--- src/rtl/div_pkg.sv ---
// Shared encodings and defaults for the restoring divider.
// Used by the sequencing FSM, its iteration counter and the remainder register.
package div_pkg;

    localparam int DIV_WIDTH = 32;
    localparam int DIV_CNT_W = 6;

    localparam logic [2:0] ST_IDLE  = 3'd0;
    localparam logic [2:0] ST_LOAD  = 3'd1;
    localparam logic [2:0] ST_SHIFT = 3'd2;
    localparam logic [2:0] ST_FIX   = 3'd3;
    localparam logic [2:0] ST_DONE  = 3'd4;

    typedef struct packed {
        logic load;
        logic sll;
        logic srl;
        logic busy;
        logic rdy;
    } ctrl_out_t;

    function automatic logic can_start(input logic [2:0] st);
        return (st == ST_IDLE) || (st == ST_DONE);
    endfunction

endpackage

--- src/rtl/div_iter_counter.sv ---
// Iteration counter for the shift/subtract phase.
// last flags the final iteration; the count returns to 0 instead of wrapping.
module div_iter_counter
    import div_pkg::*;
#(
    parameter int WIDTH = DIV_WIDTH,
    parameter int CNT_W = DIV_CNT_W
) (
    input  logic             clk,
    input  logic             rst,
    input  logic             clr,
    input  logic             en,
    output logic [CNT_W-1:0] cnt,
    output logic             last
);

    localparam logic [CNT_W-1:0] LAST_VAL = CNT_W'(WIDTH - 1);

    assign last = (cnt == LAST_VAL);

    always_ff @(posedge clk or posedge rst) begin
        if (rst) begin
            cnt <= '0;
        end else if (clr) begin
            cnt <= '0;
        end else if (en) begin
            cnt <= last ? '0 : cnt + 1'b1;
        end
    end

endmodule

--- src/rtl/divider_ctrl.sv ---
// Sequencing FSM for the unsigned restoring divider (load, WIDTH shifts, fix-up).
// Optional DIV_ZERO_SHORTCUT_EN: a zero divisor skips the shift and fix-up phases.
module divider_ctrl
    import div_pkg::*;
#(
    parameter int WIDTH = DIV_WIDTH,
    parameter int CNT_W = DIV_CNT_W
) (
    input  logic             clk,
    input  logic             rst,
    input  logic             start,
    input  logic [WIDTH-1:0] divisor,
    output logic             w_ctrl_reg2,
    output logic             SLL_ctrl,
    output logic             SRL_ctrl,
    output logic             busy,
    output logic             rdy,
    output logic             div_zero
);

    logic [2:0]       state;
    logic [2:0]       state_nx;
    logic             accept;
    logic             zero_q;
    logic             cnt_clr;
    logic             cnt_en;
    logic             cnt_last;
    logic [CNT_W-1:0] cnt;
    ctrl_out_t        out_d;

    assign accept  = start && can_start(state);
    assign cnt_en  = (state == ST_SHIFT);
    assign cnt_clr = (state != ST_SHIFT);

    div_iter_counter #(
        .WIDTH (WIDTH),
        .CNT_W (CNT_W)
    ) u_cnt (
        .clk  (clk),
        .rst  (rst),
        .clr  (cnt_clr),
        .en   (cnt_en),
        .cnt  (cnt),
        .last (cnt_last)
    );

    always_ff @(posedge clk or posedge rst) begin
        if (rst) begin
            state <= ST_IDLE;
        end else begin
            state <= state_nx;
        end
    end

    always_ff @(posedge clk or posedge rst) begin
        if (rst) begin
            zero_q <= 1'b0;
        end else if (accept) begin
            zero_q <= (divisor == '0);
        end
    end

    always_comb begin
        state_nx = state;
        unique case (state)
            ST_IDLE: begin
                if (accept) state_nx = ST_LOAD;
            end
            ST_LOAD: begin
`ifdef DIV_ZERO_SHORTCUT_EN
                state_nx = zero_q ? ST_DONE : ST_SHIFT;
`else
                state_nx = ST_SHIFT;
`endif
            end
            ST_SHIFT: begin
                if (cnt_last) state_nx = ST_FIX;
            end
            ST_FIX: begin
                state_nx = ST_DONE;
            end
            ST_DONE: begin
                state_nx = accept ? ST_LOAD : ST_IDLE;
            end
            default: begin
                state_nx = ST_IDLE;
            end
        endcase
    end

    always_comb begin
        out_d      = '0;
        out_d.load = (state == ST_LOAD);
        out_d.sll  = (state == ST_SHIFT);
        out_d.srl  = (state == ST_FIX);
        out_d.busy = (state == ST_LOAD) || (state == ST_SHIFT) || (state == ST_FIX);
        out_d.rdy  = (state == ST_DONE);
    end

    // div_zero moves with rdy so a back-to-back start cannot clobber the result flag
    always_ff @(posedge clk or posedge rst) begin
        if (rst) begin
            w_ctrl_reg2 <= 1'b0;
            SLL_ctrl    <= 1'b0;
            SRL_ctrl    <= 1'b0;
            busy        <= 1'b0;
            rdy         <= 1'b0;
            div_zero    <= 1'b0;
        end else begin
            w_ctrl_reg2 <= out_d.load;
            SLL_ctrl    <= out_d.sll;
            SRL_ctrl    <= out_d.srl;
            busy        <= out_d.busy;
            rdy         <= out_d.rdy;
            if (out_d.rdy) div_zero <= zero_q;
        end
    end

    a_cnt_idle: assert property (
        @(posedge clk) disable iff (rst) (state != ST_SHIFT) |-> (cnt == '0)
    );

endmodule

--- config.mk ---
export PLATFORM = sky130hd
export DESIGN_NAME = divider_ctrl
export DESIGN_NICKNAME = d
export VERILOG_FILES = /design/src/rtl/div_pkg.sv /design/src/rtl/div_iter_counter.sv /design/src/rtl/divider_ctrl.sv
export SDC_FILE = /design/constraint.sdc
export NUM_CORES = 1
export LEC_CHECK = 0
export BUFFER_PORTS_ARGS = -buffer_cell sky130_fd_sc_hd__buf_4
export CAP_MARGIN = 15
export CORE_AREA = 2 2 43 45
export CTS_CLUSTER_DIAMETER = 40
export DETAILED_ROUTE_END_ITERATION = 6
export DIE_AREA = 0 0 45 47
export PLACE_DENSITY = 0.77
export SYNTH_ARGS = -nofsm -noshare
export SYNTH_HDL_FRONTEND = slang
export SYNTH_SLANG_ARGS = --single-unit
--- constraint.sdc ---
create_clock -name clk -period 3.8 [get_ports clk]
set_clock_uncertainty 0.1 [all_clocks]
set_input_delay 0.38 -clock clk [delete_from_list [all_inputs] [get_ports clk]]
set_output_delay 0.38 -clock clk [all_outputs]
set_load 0.01 [all_outputs]
* Yosys cells after proc, flatten, opt, wreduce, memory -nomap -nowiden
Index checks and enable logic that the tools add are counted.
** Word-level totals
- Input bits :: 35
- Flip-flop bits (word level) :: 16
- Output and inout port bits :: 6
** Cells by class
- Mux-type cells :: 7
- Add/subtract/negate cells :: 1
- Eq/ne operators :: 8
- Reduce and logical (&&, ||, !) cells :: 8
** Operators with widths (number)
- 32-bit zero test :: 1
- 6-bit two-way mux :: 3
- 3-bit case mux with 5 select lines :: 1
- 6-bit by 1-bit adder with 6-bit output, second input constant :: 1
- 3-bit by 2-bit == test with 1-bit output, second input constant :: 2
- 6-bit by 5-bit == test with 1-bit output, second input constant :: 1
- 3-bit two-way mux :: 2
- 3-bit by 1-bit == test with 1-bit output, second input constant :: 1
- 3-bit == test, second input constant :: 1
- 3-bit zero test :: 1
- 1-bit logical OR :: 3
- 3-bit by 2-bit != test with 1-bit output, second input constant :: 1
- 2-bit by 1-bit != test with 1-bit output, second input constant :: 1
- 2-bit != test, second input constant :: 1
- 2-bit AND reduction :: 1
- 2-bit nonzero test :: 1
- 1-bit logical AND :: 1
- 1-bit two-way mux :: 1

* Logic depth before layout (Yosys ltp)
- Word-level depth :: 5
- Depth in mapped cells :: 5
- Depth with buffers taken out :: 4

* Modules after synthesis
From an unflattened synthesis, not the netlist that was laid out.
** Second synthesis, totals
- Cells, all modules :: 70
- Area, all modules :: 792.0 sq um
** Modules (own cells, without submodules)
- divider_ctrl :: instances 1, area an instance 452.9 sq um, cells each 38
- div_iter_counter :: instances 1, area an instance 339.1 sq um, cells each 32

* Least setup slack after synthesis
Ideal clock, no wire load.
- Kind :: reg2reg
- Start point :: register state[2]
- End point :: register state[0]
- Stages on the path, launching flop included :: 5
- Setup slack :: 2461 ps
- Data arrival time :: 1119 ps
- Path through :: dfrtp_1 > or3b_1 > inv_2 > o21ai_2 > and3b_1
** On the way
- Elaborated cells between the ends (all ways) :: 12
** RTL lines
- start: declaration :: line divider_ctrl.sv:21 : logic [2:0] state;
- start signal: assignment :: line divider_ctrl.sv:51 : state <= state_nx;
- 3-bit by 2-bit == test with 1-bit output (*)
- via cnt_en :: line divider_ctrl.sv:26 : logic cnt_en;
- 2-bit by 1-bit != test with 1-bit output (no line)
- 2-bit AND reduction (no line)
The timed path passes the listed nets; every way through them passes the cells marked *.
A chain may end at the register's enable or synchronous reset.

* Worst setup path after layout
- Start point :: register state[1]
- End point :: register state[0]
Same word-level chain as after synthesis.

==> flow_summary_export.csv <==
group,metric,value,unit
run_status,status,"completed",
layout,final_common_cell,"buf_4",
layout,fin_cells,121,
global_route,antenna_found_initial,0,
floorplan,coreArea,1650,sq um
logic_synthesis,syn_area,703,sq um
logic_synthesis,synthDominantCellAreaShare,56.9,%
global_route,grt_pass1_wl,2450,um
pwr,leakagePower,0.523,nW
logic_synthesis,syn-instance-count,62,
floorplan,die_x,45,um
global_route,grt_pass1_vias,616,
routing,ant_nets,0,
floorplan,initial_utilization,42.6,%
global_route,grt_max_degree,17,
routing,dr_total_vias,648,
sta,timing.setup.tns,0,ps
logic_synthesis,ys_seq_area_share,56.9,%
cts,clkLatencyLatePin,280,ps
logic_synthesis,yosys.area.top_type,"dfrtp_1",
sta,tightestPinTransition,573,ps
setup_path,worstPathArrival,1550,ps
setup_path,cp_top_family,"simple AND/OR/NAND/NOR gates",
cts,cts.repair.resized,0,
setup_path,endpoint_kind,"register",
layout,drive_above_1_share,47.1,%
layout,fill_cells,143,
setup_path,slowest_delay,490,ps
setup_path,crit_slowest_cell,"dfrtp_1",
sta,rsz0062_at_grt,"false",
setup_path,regToRegStartpoint,"state[1]$_DFFE_PP0P_",
cts,cts_setup_buffers,0,
setup_path,reg2reg_depth,4,
global_route,grt_usage,16.7,%
pwr,power_density,476,nW/um^2
setup_path,start_kind,"register",
logic_synthesis,synth.avg_cell_area,11.3,sq um
setup_path,cp-startpoint,"state[1]$_DFFE_PP0P_",
pwr,finalPower,0.494,mW
floorplan,ioPinCount,41,
setup_path,rrSetupSlack,2320,ps
cts,h-tree-depth,1,
floorplan,die_h,47,um
global_route,overflow,0,
logic_synthesis,yosysUniqueCellTypes,25,
setup_path,timing_worst_setup_path_type,"register to register",
setup_path,crit_required,3870,ps
cts,cts_buffers,3,
min_path,hp-class,"input pin to async pin",
place,gp_congestion,0.723,
routing,drt_wl_total,1470,um
layout,diodes,0,
run,maxCapViolCount,0,
sta,max_freq,675,MHz
routing,drt_iter0_markers,7,
place,port_buffers,40,
logic_synthesis,synth_nets,98,
sta,min_period,1480,ps
sta,hold_viol_final,0,
place,hpwlAfterDp,1250,um
sta,slew_headroom,61.8,%
sta,post-route-period-util,39.0,%
pwr,peakVddDrop,0.000220,V
floorplan,fp-row-count,15,
layout,nets,142,
sta,slew_violations,0,
layout,syn_to_final_growth,47.3,%
cts,clock_path_buffers,2,
place,place_ws,2340,ps
sta,setup_violations,0,
cts,hold_buffers,0,
floorplan,die_area,2120,sq um
cts,clkTransAtPathRegs,90,ps
setup_path,path_cells,"or3b_1 > inv_2 > o21ai_2 > and3b_1",
routing,wl_per_cell,12.2,um
logic_synthesis,synth_seq_cells,16,
setup_path,cp_max_fo,8,
setup_path,cp_num_buf_inv,1,
cts,clockRootBuffer,"clkbuf_4",
layout,mostFrequentLayoutCells,"40 x buf_4, 16 x dfrtp_1, 8 x nor4_1, 7 x nor2_1",
routing,drc_errors,0,
logic_synthesis,synth_warnings,0,
cts,cts_tree,"yes",
cts,cts_sinks,16,
routing,via_per_inst,5.36,
logic_synthesis,synthTopCellsByArea,"dfrtp_1 57%, nor4_1 7.1%, nor2_1 3.7%",
setup_path,reg2reg_to,"state[0]$_DFFE_PP0P_",
place,dp.cells,118,
routing,first_pass_iters,4,
sta,setup_ws,2320,ps
state kept, by name, summed over array words and instances, names as in the netlist:
register and count:
rdy 1, SRL_ctrl 1, u_cnt.cnt 6, zero_q 1, SLL_ctrl 1, state 3, div_zero 1, w_ctrl_reg2 1
busy 1
synthesized netlist by cell type:
cell	instances
a21oi_1	1
ha_1	1
o31ai_1	2
mux2_2	1
xor2_1	2
nor4_1	8
mux2i_1	1
and3b_2	2
and2_1	1
and3b_1	1
o21ai_2	1
inv_1	2
nor2_1	7
or3_1	1
nand4_1	3
xnor2_1	2
dfrtp_1	16
and2_2	1
buf_6	1
nand2_1	2
or3b_1	1
nand3_1	2
nor3b_1	1
o21ai_0	1
inv_2	1
stage by stage:
stage	hold slack (ps)	cell area, sq um	utilization, %
after floorplan	194	703	-
after global placement	357	1010	61.4
after detailed placement	352	1010	61.4
after CTS	66.5	1040	62.7
after global routing	102	1040	62.7
final	50.1	1040	62.7
worst reg2reg max path, cell delays in order (launching register included):
cell and delay (ps):
dfrtp_1 490, or3b_1 430, inv_2 100, o21ai_2 80, and3b_1 170
area by class of cell:
class / count / area, sq um / share of cell area (%)
Sequential cell: 16 / 400 / 38.6
Timing Repair Buffer: 40 / 300 / 29.0
Multi-Input combinational cell: 42 / 280 / 27.1
Clock buffer: 3 / 22.5 / 2.17
Tap cell: 17 / 21.3 / 2.05
Inverter: 3 / 11.3 / 1.09
routing by layer:
layer	vias to the layer above	GRT usage (%)	share of wire, %
met1	286	18.6	38
met4	0	14.1	4.6
met5	-	0	0
met3	7	3.08	10
li1	310	-	-
met2	45	27.7	47
how the worst max path moves through the flow:
| stage | end | slack [ps] | cells after the start |
|---|---|---|---|
| floorplan | state[0]$_DFFE_PP0P_ | 2460 | 4 |
| global placement | zero_q$_DFFE_PP0P_ | 2410 | 4 |
| detailed placement | state[0]$_DFFE_PP0P_ | 2340 | 4 |
| CTS | state[0]$_DFFE_PP0P_ | 2320 | 4 |
| global route | state[0]$_DFFE_PP0P_ | 2260 | 4 |
| finish | state[0]$_DFFE_PP0P_ | 2320 | 4 |
logic make-up (layout without fill, tap and decap cells):
family | count (synthesis) | after routing | synth area share, %
AOI/OAI and AO/OA | 5 | 5 | 4.80
xor gates and xnor gates | 4 | 4 | 4.98
adders and majority gates | 1 | 1 | 1.78
buffers and inverters | 4 | 46 | 3.20
DFF | 16 | 16 | 56.9
muxes | 2 | 2 | 3.02
and+or+nand+nor | 30 | 30 | 25.3
report_power, final:
group	internal, mW	switching (mW)	total [mW]
registers	0.212	0.0373	0.249
logic	0.0911	0.0677	0.159
clock network	0.0368	0.0486	0.0854
(Power assumes the default switching activity.)
